**config.mk**
```make
export PLATFORM = sky130hd
export DESIGN_NAME = generate_wave
export DESIGN_NICKNAME = d
export VERILOG_FILES = /design/src/rtl/generate_wave_pkg.sv /design/src/rtl/generate_wave.sv
export SDC_FILE = /design/constraint.sdc
export NUM_CORES = 1
export LEC_CHECK = 0
export CAP_MARGIN = 20
export CORE_MARGIN = 4
export CORE_UTILIZATION = 29
export CTS_BUF_LIST = sky130_fd_sc_hd__clkbuf_16
export CTS_CLUSTER_DIAMETER = 50
export DETAILED_ROUTE_END_ITERATION = 8
export PLACE_DENSITY = 0.63
export SLEW_MARGIN = 30
export SYNTH_ARGS = -nofsm -noshare
export SYNTH_HDL_FRONTEND = slang
export SYNTH_SLANG_ARGS = --single-unit
export TNS_END_PERCENT = 5
```
**constraint.sdc**
```tcl
create_clock -name clock -period 5.3 [get_ports clock]
set_input_delay 1.06 -clock clock [delete_from_list [all_inputs] [get_ports clock]]
set_output_delay 1.06 -clock clock [all_outputs]
set_load 0.01 [all_outputs]
```
**src/rtl/generate_wave_pkg.sv**
```systemverilog
// Shared constants and the trace-window helper for the XGA oscilloscope trace renderer.
package generate_wave_pkg;

  localparam int H_TOTAL   = 1344;
  localparam int H_VISIBLE = 1024;
  localparam int V_VISIBLE = 768;
  localparam int Y_CENTER  = 384;
  localparam int LOOKAHEAD = 2;

  localparam int SAMPLE_W = 12;
  localparam int X_W      = 11;
  localparam int Y_W      = 10;
  localparam int TGT_W    = SAMPLE_W + 1;
  localparam int RGB_W    = 24;

  localparam logic [RGB_W-1:0] TRACE_COLOR = 24'h00FF00;
  localparam logic [RGB_W-1:0] BLACK_COLOR = 24'h000000;

  // Registered output bundle, kept together so reset and update stay in step.
  typedef struct packed {
    logic             pixel;
    logic [RGB_W-1:0] rgb;
    logic             draw_starting;
    logic             hsync;
    logic             vsync;
    logic             blank;
  } wave_out_t;

  // True when row y lies within one row of target; the trace is three rows thick.
  function automatic logic wave_compare(input logic signed [TGT_W-1:0] target,
                                        input logic [Y_W-1:0] y);
    logic signed [TGT_W-1:0] y_s;
    y_s = signed'({{(TGT_W-Y_W){1'b0}}, y});
    return (y_s >= target - 13'sd1) && (y_s <= target + 13'sd1);
  endfunction

endpackage

```
**src/rtl/generate_wave.sv**
```systemverilog
// Oscilloscope trace renderer: look-ahead sample read, row compare, registered
// pixel/colour stream with sync/blank delayed to match.
module generate_wave
  import generate_wave_pkg::*;
(
  input  logic                clock,
  input  logic                resetN,
  input  logic [SAMPLE_W-1:0] dataIn,
  input  logic [X_W-1:0]      displayX,
  input  logic [Y_W-1:0]      displayY,
  input  logic                hsync,
  input  logic                vsync,
  input  logic                blank,
  output logic                pixel,
  output logic [RGB_W-1:0]    RGBColor,
  output logic                drawStarting,
  output logic [X_W-1:0]      address,
  output logic                wHsync,
  output logic                wVsync,
  output logic                wBlank
);

  localparam logic [X_W:0] ADDR_AHEAD = (X_W+1)'(LOOKAHEAD);
  localparam logic [X_W:0] ADDR_MOD   = (X_W+1)'(H_TOTAL);
  localparam logic [X_W-1:0] LAST_X   = X_W'(H_VISIBLE - 1);
  localparam logic [Y_W-1:0] LAST_Y   = Y_W'(V_VISIBLE - 1);
  localparam logic signed [TGT_W-1:0] CENTER = TGT_W'(Y_CENTER);

  logic signed [SAMPLE_W-1:0] sample_d, sample_q;
  wave_out_t                  out_d, out_q;
  logic [X_W:0]               addr_sum;
  logic signed [TGT_W-1:0]    target;
  logic                       hit;

  // One extra bit holds the carry, so the wrap is a single-cycle modular add.
  always_comb begin
    addr_sum = {1'b0, displayX} + ADDR_AHEAD;
    address  = (addr_sum >= ADDR_MOD) ? X_W'(addr_sum - ADDR_MOD) : addr_sum[X_W-1:0];
  end

  // RAM latency plus sample_q equals LOOKAHEAD, so sample_q belongs to displayX now.
  always_comb begin
    // NOTE: every always_comb output gets a default first so no path infers a latch.
    sample_d = dataIn;
    target   = CENTER - {sample_q[SAMPLE_W-1], sample_q};
    hit      = wave_compare(target, displayY);

    out_d               = '0;
    out_d.pixel         = hit;
    out_d.rgb           = (hit && !blank) ? TRACE_COLOR : BLACK_COLOR;
    out_d.draw_starting = (displayX == LAST_X) && (displayY == LAST_Y);
    out_d.hsync         = hsync;
    out_d.vsync         = vsync;
    out_d.blank         = blank;
  end

  always_ff @(posedge clock or negedge resetN) begin
    // NOTE: sequential state uses non-blocking assignments so every flop samples pre-edge values.
    if (!resetN) begin
      sample_q <= '0;
      out_q    <= '0;
    end else begin
      sample_q <= sample_d;
      out_q    <= out_d;
    end
  end

  assign pixel        = out_q.pixel;
  assign RGBColor     = out_q.rgb;
  assign drawStarting = out_q.draw_starting;
  assign wHsync       = out_q.hsync;
  assign wVsync       = out_q.vsync;
  assign wBlank       = out_q.blank;

endmodule

```
* Yosys cells after proc, flatten, opt, wreduce, memory -nomap -nowiden
Index checks and enable logic that the tools add are counted.
Operators by class: $add $sub $neg 5, order comparisons 3, equality and inequality tests 2, mux-type cells 2, reduce and logical (&&, ||, !) cells 4
Operator list (count):
- $mux W16 | 1
- $add A13 B2 Y13 const B | 1
- $ge A11 B13 Y1 | 1
- $le A11 B13 Y1 | 1
- $sub A10 B12 Y13 const A | 1
- $sub A13 B2 Y13 const B | 1
- $add A11 B2 Y12 const B | 1
- $ge A12 B11 Y1 const B | 1
- $eq A11 B10 Y1 const B | 1
- $mux W11 | 1
- $sub A11 B11 Y11 const B | 1
- $eq A10 B10 Y1 const B | 1
- $logic_and A1 B1 Y1 | 3
- $logic_not A1 Y1 | 1
Word-level totals: register bits after elaboration 33, input bits 38, output and inout bits 40, word-level logic and storage cells 23

* Longest topological paths before layout
depth after elaboration 6, gate-level depth with buffers 17, gate-level depth less buffers 15

* Worst setup path after synthesis
OpenSTA, ideal clock, no wires.
path type input-to-output, start input port displayX[1], end output port address[7], arrival 2.707 ns, required time 4.240 ns, setup slack 1.533 ns, stages 9, path buffers 0, cells stage by stage ha_1 -> nand3_1 -> xor2_1 -> ha_1 -> nand3_1 -> o41a_1 -> o21ai_0 -> a21oi_1 -> mux2i_1
On the way: cells in the longest elaborated chain, start to end 3, elaborated cells between the ends (all ways) 4, those cells by class 2 x add/sub; 1 x order compare; 1 x mux
RTL lines:
- start: declaration | line generate_wave.sv:9 | input logic [X_W-1:0] displayX,
- $add A11 B2 Y12 (*) | line generate_wave.sv:37 | addr_sum = {1'b0, displayX} + ADDR_AHEAD;
- $sub A11 B11 Y11 / $ge A12 B11 Y1 (equally long branches) | line generate_wave.sv:38 | address = (addr_sum >= ADDR_MOD) ? X_W'(addr_sum - ADDR_MOD) : addr_sum[X_W-1:0];
- $mux W11 (*) | line generate_wave.sv:38
- end: declaration | line generate_wave.sv:17 | output logic [X_W-1:0] address,
Mark *: on every way between the ends. The rest lies on a longest branch, timed or not.

* Worst setup path in the final report
start input port displayX[1], end output port address[9]
Same word-level chain as after synthesis.

==> metrics.txt <==
Post-CTS Hold Buffers 0; Area contributors post-synth dfrtp_1 19%, ha_1 14%, buf_4 7.8%; CTS tree built; Worst EP required approximately 4200 ps; Synth top area share 0.1947; Die Y approximately 97 µm; P per Cell Area around 170 nW/µm²; CTS sink count 18; first-pass iteration count of the detailed router 4; Longest Clk Path Bufs 2; sequential cell area between 400 and 500 µm²; Max Clk Rate about 0.20 GHz; fin crit share 0.9435; via/cell ratio 4.824; first-pass GRT wire length between 8000 and 9000 µm; CP Class input port to primary output; grt ovf 0; Crit Path Max Fanout 6; Netlist cell types 61; full die area 9470 µm²; total track usage 0.1055; Antenna Cells 0; final count of negative-setup-slack endpoints 0; worst skew pair latency between 200 and 300 ps; sequential area share after synthesis 0.1947; 1st-iter DRT viols 96; final critical-path required period roughly 5000 ps; core area 7727 µm²; slowest CP cell clkdlybuf4s50_1; Post-synth EDFFs 0; Yosys top cell by area dfrtp_1; cells after synthesis 277; Final nets about 380; Detail Placement HPWL ~4500 µm; crit-path cells clkdlybuf4s50_1 -> ha_1 -> nand3_1 -> xor2_1 -> ha_1 -> nand3_1 -> o41a_1 -> o21ai_0 -> a21oi_1 -> a21oi_1 -> clkdlybuf4s50_1; MaxCap Viol Count 0; Critical Path AT 3940 ps; Syn Area/Cell about 8.4 µm²; root buf cell clkbuf_16; Resized cells post-CTS 0; Avg WL per Cell roughly 13 µm; Clock Pin Slew Worst Setup and Hold Paths around 60 ps; startpoint types input port; fin. max-slew vios 0; Setup Buffers After CTS 0; setup_tns 0 ps; Slew @ Worst Pin around 550 ps; status finished, final reports clean; ys async rst share 1.000; worst stage delay on the critical path approximately 570 ps; vias in the first global route roughly 1900; TritonCTS buffer count 3; Top-Level Pins 78; Setup Skew 3.683 ps; layout cells sized above 1 0.05956; gpl congestion about 0.86; number of port buffers between 60 and 70; main flop type after synthesis dfrtp_1; die width around 97 µm; maximum vdd ir drop ~0.14 mV; CP Capture Type primary output; Tot Pwr 0.4951 mW; Hold WC Path Type input port to async pin; Placement Rows 32; total wire length 5319 µm; Final Hold Vio Count 0; LEAKAGE 1.185 nW; synth warn 0; via count ~2000; Initial Util 0.2994; DRC errors left 0; final antenna-violating net count 0; RSZ-0062 raised after global routing no; largest net degree at the start of global routing 19; Post-Syn Area around 2300 µm²; flip-flop and latch count after synthesis 18; H-tree depth 1; antenna violations before repair 0; max_slew headroom 0.6300; Multi-input gate area between 1500 and 2000 µm²; fill count between 700 and 800; Synth-to-Final Area Change 26.45%
[cell usage after synthesis (all sizes together) (3+ instances only)]
cell type  count
or2            4
nand4          7
and3           5
and2           3
clkbuf         9
nand4b         3
buf           28
nand3         12
o21ai         14
nor4           5
nor3           8
nand2b         7
mux2i          3
or3            5
ha            25
dfrtp         18
xor2          12
a21oi         15
nor2          14
nor2b          3
xnor2         20
nand2         11
inv            9
[power breakdown]
part / total (mW) / internal [mW] / switching (mW)
registers: 0.155 / 0.144 / 0.0116
logic: 0.188 / 0.0964 / 0.0914
clock network: 0.152 / 0.0993 / 0.0525
[per-stage QoR]
step                utilization  hold WS, ps  instances  setup WS (ps)  area [µm²]
floorplan                     -        700.5        292           1533        2370
CTS                      0.3792        804.3        421          283.2        2930
detailed placement       0.3695        794.3        418          287.4        2855
finish                   0.3786        741.1        421          299.6        2925
global route             0.3786        780.1        421          66.89        2925
global placement         0.3695        790.1        418          348.3        2855
[critical path, delay by kind of cell]
family	cells	cell delay, ps
adder cells (fa/ha/maj)	2	450
AND/OR/NAND/NOR	2	200
XOR/XNOR	1	310
AO/OA/AOI/OAI	4	800
buffers and inverters	2	1120
[routing by layer]
layer	part of all wire	routed length [µm]	global-route usage
met5	0	0	0
met4	0.0092	49	0.01597
met3	0.059	313	0.01938
met2	0.48	2554	0.1884
met1	0.45	2401	0.1349
[cell families after synthesis]
| logic type | share of synthesized area |
|---|---|
| AO/OA/AOI/OAI | 0.1671 |
| XOR/XNOR | 0.1211 |
| adder cells (fa/ha/maj) | 0.1352 |
| buffers and inverters | 0.1238 |
| flip-flops | 0.1947 |
| multiplexers | 0.01298 |
| other | 0.001621 |
| AND/OR/NAND/NOR | 0.2434 |
[cell usage in the layout, fill, tap and decap left out, types with 2 or more instances in the layout]
master / count
clkdlybuf4s50_1: 60
ha_1: 25
xnor2_1: 20
dfrtp_1: 18
conb_1: 16
a21oi_1: 15
nor2_1: 14
nand3_1: 12
xor2_1: 12
o21ai_0: 12
nand2_1: 11
inv_1: 9
nand4_1: 7
nor3_1: 7
nand2b_1: 7
and3_1: 5
nor4_1: 5
or3_1: 4
or2_2: 3
mux2i_1: 3
nand4b_1: 3
nor2b_1: 3
clkbuf_16: 3
a21boi_0: 2
o21ai_1: 2
a31oi_1: 2
o21a_1: 2
a21o_1: 2
nor3b_1: 2
o211a_1: 2
o21bai_1: 2
[registers in the layout (all words and copies together), names as in the netlist]
register and cells:
RGBColor 1, drawStarting 1, pixel 1, sample_q 12, wVsync 1, wHsync 1, wBlank 1
[layout make-up]
type / instances / area share
multi-input combinational: 228 / 0.5582
clock buffer: 3 / 0.02566
sequential: 18 / 0.1540
timing repair buffer: 61 / 0.2070
inverter: 9 / 0.01155
tap: 102 / 0.04363
[final timing paths]
| check | from | endpoint | slack [ps] | cells past startpoint |
|---|---|---|---|---|
| max | displayX[1] | address[9] | 300 | 11 |
| min | resetN | sample_q[1] | 740 | 1 |
| max reg2reg | sample_q[0] | pixel | 1500 | 14 |
| min reg2reg | sample_q[11] | RGBColor[14] | 820 | 3 |
| max in group asynchronous | resetN | pixel | 4260 | 1 |
| min in group clock | sample_q[11] | RGBColor[14] | 820 | 3 |
Power figures use the tool's default switching activity.
